## src/rtl/operand_result_pipe.sv

```systemverilog
// operand_result_pipe: RA2/B select into S1, Result select into S2.
// Valid/ready flow, RAW stall; S2->B forwarding when OPERAND_FWD_EN.
// Ports: clk, rst_n (async low); in_valid/in_ready issue handshake;
// Src2, RDst3, WE, ALUSrc2, ALUorM issue fields; RA2 -> RD2 regfile read;
// B, ExValid (S1); R, ReadData from execute; Result, WbAddr, WbEn,
// out_valid/out_ready writeback handshake (S2).
module operand_result_pipe #(
  parameter int N  = 8,
  parameter int RW = 2
) (
  input  logic          clk,
  input  logic          rst_n,
  input  logic          in_valid,
  output logic          in_ready,
  input  logic [N-1:0]  Src2,
  input  logic [RW-1:0] RDst3,
  input  logic          WE,
  input  logic          ALUSrc2,
  input  logic          ALUorM,
  output logic [RW-1:0] RA2,
  input  logic [N-1:0]  RD2,
  output logic [N-1:0]  B,
  output logic          ExValid,
  input  logic [N-1:0]  R,
  input  logic [N-1:0]  ReadData,
  output logic [N-1:0]  Result,
  output logic [RW-1:0] WbAddr,
  output logic          WbEn,
  output logic          out_valid,
  input  logic          out_ready
);

  logic [N-1:0]  r_b;
  logic          r_ex_valid;
  logic [RW-1:0] r_dst_s1;
  logic          r_we_s1;
  logic          r_aluorm_s1;
  logic [N-1:0]  r_result;
  logic [RW-1:0] r_wb_addr;
  logic          r_wb_en;
  logic          r_out_valid;

  logic [RW-1:0] w_ra2;
  logic          w_s2_adv;
  logic          w_haz_s1;
  logic          w_haz_s2;
  logic          w_stall;
  logic [N-1:0]  w_operand;
  logic          w_in_ready;
  logic          w_accept;

  assign w_ra2 = WE ? RDst3 : Src2[N-1:N-RW];

  assign w_s2_adv = !r_out_valid || out_ready;

  // Immediate operands never read the register file, so no hazard.
  assign w_haz_s1 = !ALUSrc2 && r_ex_valid && r_we_s1
                    && (r_dst_s1 == w_ra2);
  assign w_haz_s2 = !ALUSrc2 && r_out_valid && r_wb_en
                    && (r_wb_addr == w_ra2);

`ifdef OPERAND_FWD_EN
  // S2 value is final even when held by back-pressure.
  assign w_operand = w_haz_s2 ? r_result : RD2;
  assign w_stall   = w_haz_s1;
`else
  assign w_operand = RD2;
  assign w_stall   = w_haz_s1 || w_haz_s2;
`endif

  assign w_in_ready = (!r_ex_valid || w_s2_adv) && !w_stall;
  assign w_accept   = in_valid && w_in_ready;

  always_ff @(posedge clk or negedge rst_n) begin
    if (!rst_n) begin
      r_b         <= '0;
      r_ex_valid  <= 1'b0;
      r_dst_s1    <= '0;
      r_we_s1     <= 1'b0;
      r_aluorm_s1 <= 1'b0;
    end else if (w_accept) begin
      r_b         <= ALUSrc2 ? Src2 : w_operand;
      r_ex_valid  <= 1'b1;
      r_dst_s1    <= RDst3;
      r_we_s1     <= WE;
      r_aluorm_s1 <= ALUorM;
    end else if (w_s2_adv) begin
      r_ex_valid  <= 1'b0;
    end
  end

  always_ff @(posedge clk or negedge rst_n) begin
    if (!rst_n) begin
      r_result    <= '0;
      r_wb_addr   <= '0;
      r_wb_en     <= 1'b0;
      r_out_valid <= 1'b0;
    end else if (w_s2_adv) begin
      r_out_valid <= r_ex_valid;
      r_wb_en     <= r_ex_valid && r_we_s1;
      if (r_ex_valid) begin
        r_result  <= r_aluorm_s1 ? ReadData : R;
        r_wb_addr <= r_dst_s1;
      end
    end
  end

  assign RA2       = w_ra2;
  assign in_ready  = w_in_ready;
  assign B         = r_b;
  assign ExValid   = r_ex_valid;
  assign Result    = r_result;
  assign WbAddr    = r_wb_addr;
  assign WbEn      = r_wb_en;
  assign out_valid = r_out_valid;

endmodule

```

## config.mk

```make
export PLATFORM = sky130hd
export DESIGN_NAME = operand_result_pipe
export DESIGN_NICKNAME = d
export VERILOG_FILES = /design/src/rtl/operand_result_pipe.sv
export SDC_FILE = /design/constraint.sdc
export NUM_CORES = 1
export LEC_CHECK = 0
export ABC_CLOCK_PERIOD_IN_PS = 4450
export BUFFER_PORTS_ARGS = -buffer_cell sky130_fd_sc_hd__buf_2
export CAP_MARGIN = 10
export CELL_PAD_IN_SITES_DETAIL_PLACEMENT = 0
export CELL_PAD_IN_SITES_GLOBAL_PLACEMENT = 1
export CORE_AREA = 2 2 81 60
export DETAILED_ROUTE_END_ITERATION = 12
export DIE_AREA = 0 0 83 62
export GPL_TIMING_DRIVEN = 0
export PLACE_DENSITY_LB_ADDON = 0.15
export SLEW_MARGIN = 20
export SYNTH_ARGS = -nofsm -noshare
export SYNTH_HDL_FRONTEND = slang
export SYNTH_SLANG_ARGS = --single-unit
```

## constraint.sdc

```tcl
create_clock -name clk -period 4.45 [get_ports clk]
set_input_delay 0.89 -clock clk [delete_from_list [all_inputs] [get_ports clk]]
set_output_delay 0.89 -clock clk [all_outputs]
set_load 0.1 [all_outputs]
```

Yosys cells after proc, flatten, opt, wreduce, memory -nomap -nowiden
Index checks and enable logic that the tools add are counted.
{"block": "totals", "inputBits": 41, "out_inout_bits": 24, "register_bits": 25, "wordCells": 34}
{"block": "classes", "reduce_logical": 18, "eq_ne": 2, "mux": 5}
{"cell": "$mux 8", "count": 2}
{"cell": "$logic_and 1x1->1", "count": 9}
{"cell": "$eq 2x2->1", "count": 2}
{"cell": "$logic_not 1->1", "count": 4}
{"cell": "$logic_or 1x1->1", "count": 3}
{"cell": "$mux 1", "count": 2}
{"cell": "$mux 2", "count": 1}
{"cell": "$reduce_and 2->1", "count": 1}
{"cell": "$reduce_bool 2->1", "count": 1}

Depth between registers and ports, before layout
{"block": "logic_depth", "ltp_word": 9, "mapped_depth": 7, "depth_no_buf": 5}

Worst setup path after synthesis
No wires, ideal clock.
{"block": "synth_path", "path_kind": "input-to-output", "startpoint": "input WE", "endpoint": "output in_ready", "arrival_time_ns": 3.019, "path_slack_ns": 0.541, "cell_stages": 4, "cell_sequence": "mux2i_1 mux2i_1 o22ai_2 a21oi_1"}
{"block": "synth_via", "elab_chain_cells": 6}
{"element": "start, declared", "line_no": "17", "rtl": "input logic WE,"}
{"element": "$mux 2 (*)", "line_no": "52", "rtl": "assign w_ra2 = WE ? RDst3 : Src2[N-1:N-RW];"}
{"element": "$eq 2x2->1 (on tied branches)", "line_no": "58, 60"}
{"element": "$logic_and 1x1->1 (on tied branches)", "line_no": "58, 60"}
{"element": "$logic_or 1x1->1 (*)", "line_no": "68", "rtl": "assign w_stall = w_haz_s1 || w_haz_s2;"}
{"element": "$logic_not 1->1 (*)", "line_no": "71", "rtl": "assign w_in_ready = (!r_ex_valid || w_s2_adv) && !w_stall;"}
{"element": "$logic_and 1x1->1 (*)", "line_no": "71"}
{"element": "end, declared", "line_no": "14", "rtl": "output logic in_ready,"}
Every way passes the cells marked *; elsewhere a longest branch is shown, timed or not.

Final worst setup path
Same ends and word-level chain as after synthesis.

==> results.py <==
metrics = {
    "setup_path": {
        "cp_max_fo": 3,
        "slowest_stage": "buf_2",
        "crit_path_start_kind": "input pin",
        "timing_worst_setup_path_type": "input pin to output pin",
        "cp_cell_sequence": "buf_2, mux2i_1, mux2i_1, o22ai_2, a21oi_1, buf_2",
        "cp.depth": 6,
        "path_buf_inv": 2,
        "crit_required_ps": 3560,
        "worst_path_dominant_cell_family": "multiplexers",
        "reg2reg_depth": 6,
        "critical-path-max-stage-delay_ps": 440,
        "endpoint_kind": "output pin",
        "arrival_ps": 2380,
    },
    "synth": {
        "ys_ff_latch": 25,
        "yosysTopAreaCell": "dfrtp_1",
        "syn_inst": 101,
        "synth_cell_types": 20,
        "synth.top_cell.area_share": 0.495,
        "synth.yosys.seq_area_share": 0.495,
        "postSynthNetCount": 142,
        "ys_warn_count": 0,
        "yosys-top-cells-area": "dfrtp_1, mux2_4, mux2_2",
        "synthesis.area_um2": 1260,
        "syn_avg_cell_area_um2": 12.5,
    },
    "clock_network": {
        "clock_path_buffers": 2,
        "cts_buffers": 3,
        "cts_hold_buffers": 0,
        "cts_tree": "done",
        "insertion_delay_ps": 270,
        "clkTransAtPathRegs_ps": 90,
        "post_cts.repair.setup_buffers": 0,
        "cts.sinks": 25,
        "htreeDepth": 1,
        "cts_resized": 0,
        "cts_root_buf": "clkbuf_8",
    },
    "layout": {
        "drive_gt1_frac": 0.562,
        "multi_input_area_um2": 601,
        "nNetsFinal": 211,
        "stdcell_count": 226,
        "diodes": 0,
        "nFillCells": 461,
        "seqCellArea_um2": 626,
        "area_growth_pct": 34.6,
    },
    "routing": {
        "drtIter0Drc": 9,
        "drtAntennaViolNets": 0,
        "vias_per_cell": 4.38,
        "routedWlPerCell_um": 13.0,
        "via_count": 990,
        "drc": 0,
        "drt-total-wl_um": 2930,
        "drt-pass1-iter-count": 4,
    },
    "global_route": {
        "antenna_found_initial": 0,
        "overflow": 0,
        "grt_max_degree": 26,
        "grt_pass1_vias": 977,
        "grtUsageTotal": 0.118,
        "grt_pass1_wl_um": 4600,
    },
    "floorplanning": {
        "rows": 21,
        "pin_count": 65,
        "die-width_um": 83,
        "coreArea_um2": 4490,
        "die_area_um2": 5150,
        "die_h_um": 62,
        "start_util": 0.282,
    },
    "min_path": {
        "min_path_type": "flip-flop to flip-flop",
        "min_path_cells": 1,
    },
    "timing": {
        "rsz0062_at_grt": "false",
        "tightestPinTransition_ps": 632,
        "period_needed_ps": 3270,
        "fmax_ghz": 0.306,
        "tns_ps": 0,
        "clock_skew_ps": 4.21,
        "slew-limit-headroom": 0.578,
        "slew_violations": 0,
        "finalCritPeriodShare": 0.735,
        "finalHoldViolCount": 0,
        "finalSetupViolations": 0,
    },
    "pwr": {
        "powerDensity_nw_per_um2": 706,
        "ir_drop_v": 0.000325,
        "p_leak_nw": 0.856,
    },
    "placed_design": {
        "place_congestion": 0.740,
        "dp_hpwl_um": 2320,
        "dp_cells": 222,
        "port_buffers": 64,
    },
    "flow_run": {
        "max_cap_viol_count": 0,
    },
    "run_status": {
        "status": "finished clean",
    },
}
-- logic make-up (layout without fill, tap and decap cells) --
group                     after synthesis  in the layout  share of synthesized area
muxes                                  34             34                      0.320
DFF                                    25             25                      0.495
and+or+nand+nor                        20             20                     0.0870
AOI/OAI and AO/OA                      12             12                     0.0534
buffers and inverters                   8             76                     0.0307
xor gates and xnor gates                2              2                     0.0139
-- routing by layer --
layer	GRT usage	part of all wire	vias to the layer above
met5	0	0	-
met4	0.0422	0.0089	0
met3	0.0436	0.070	4
met2	0.197	0.47	33
met1	0.145	0.45	467
li1	-	-	486
-- final cells by class --
type                    count  share of cell area
plain buffers               5              0.0162
clock buffers               3              0.0242
clock inverters             1             0.00294
inverters                   3             0.00661
multi-input cells          68               0.353
flip-flops and latches     25               0.367
well taps                  57              0.0419
repair buffers             64               0.188
-- cell usage in the layout, fill, tap and decap left out --
cell type and n:
and4b_1 2, or2_2 1, o21ai_0 2, buf_1 1, xnor2_1 2, a21oi_1 9, dfrtp_1 25, inv_1 3
o22ai_2 1, mux2i_1 12, buf_2 65, mux2_4 10, nor2b_1 2, nor2_2 1, nand2_1 4, mux2_2 12
buf_6 1, clkinv_2 1, nor2_1 8, clkbuf_8 3, clkbuf_1 2, nor4bb_1 2
-- final timing paths --
| path | from | end | slack, ps |
|---|---|---|---|
| hold / removal | B[0]$_DFFE_PN0P_ | B[0]$_DFFE_PN0P_ | 510 |
| setup reg to reg | out_valid$_DFFE_PN0P_ | Result[6]$_DFFE_PN0P_ | 2650 |
| hold reg to reg | B[0]$_DFFE_PN0P_ | B[0]$_DFFE_PN0P_ | 510 |
| min in group asynchronous | rst_n | B[4]$_DFFE_PN0P_ | 600 |
| setup / recovery | WE | in_ready | 1180 |
| max in group asynchronous | rst_n | r_dst_s1[1]$_DFFE_PN0P_ | 3480 |
-- cells in the mapped netlist, drive strengths merged --
library cell and number:
a21oi 9, and4b 2, buf 3, clkbuf 2, dfrtp 25, inv 3, mux2 22, mux2i 12
nand2 4, nor2 9, nor2b 2, nor4bb 2, o21ai 2, o22ai 1, or2 1, xnor2 2
-- power by group --
part	switching [mW]	internal (mW)
registers	0.0442	0.295
clock network	0.0705	0.0627
logic	0.576	0.153
-- metrics by stage --
stage	area (um2)	power (mW)	worst slack, ps	hold slack [ps]	utilization
2_1_floorplan	1260	0.954	541	512	-
3_3_place_gp	1660	1.07	1150	489	0.369
3_5_place_dp	1660	1.08	1130	488	0.369
4_1_cts	1700	1.22	1130	519	0.379
5_1_grt	1700	1.26	1030	535	0.379
6_report	1700	1.20	1180	513	0.379
-- worst reg2reg max path, cell delays in order, from the launching register on --
cell and delay [ps]:
dfrtp_1 400, nor2b_1 190, nor2b_1 120, clkbuf_1 390
clkbuf_1 410, nor2_1 80, a21oi_1 140
-- state kept, by name (all words and copies together), names as in the netlist --
register and cells:
r_we_s1 1, WbAddr 2, ExValid 1, Result 8, B 8, r_dst_s1 2
WbEn 1, r_aluorm_s1 1, out_valid 1
Note: power is estimated with default switching activity, not from simulation.
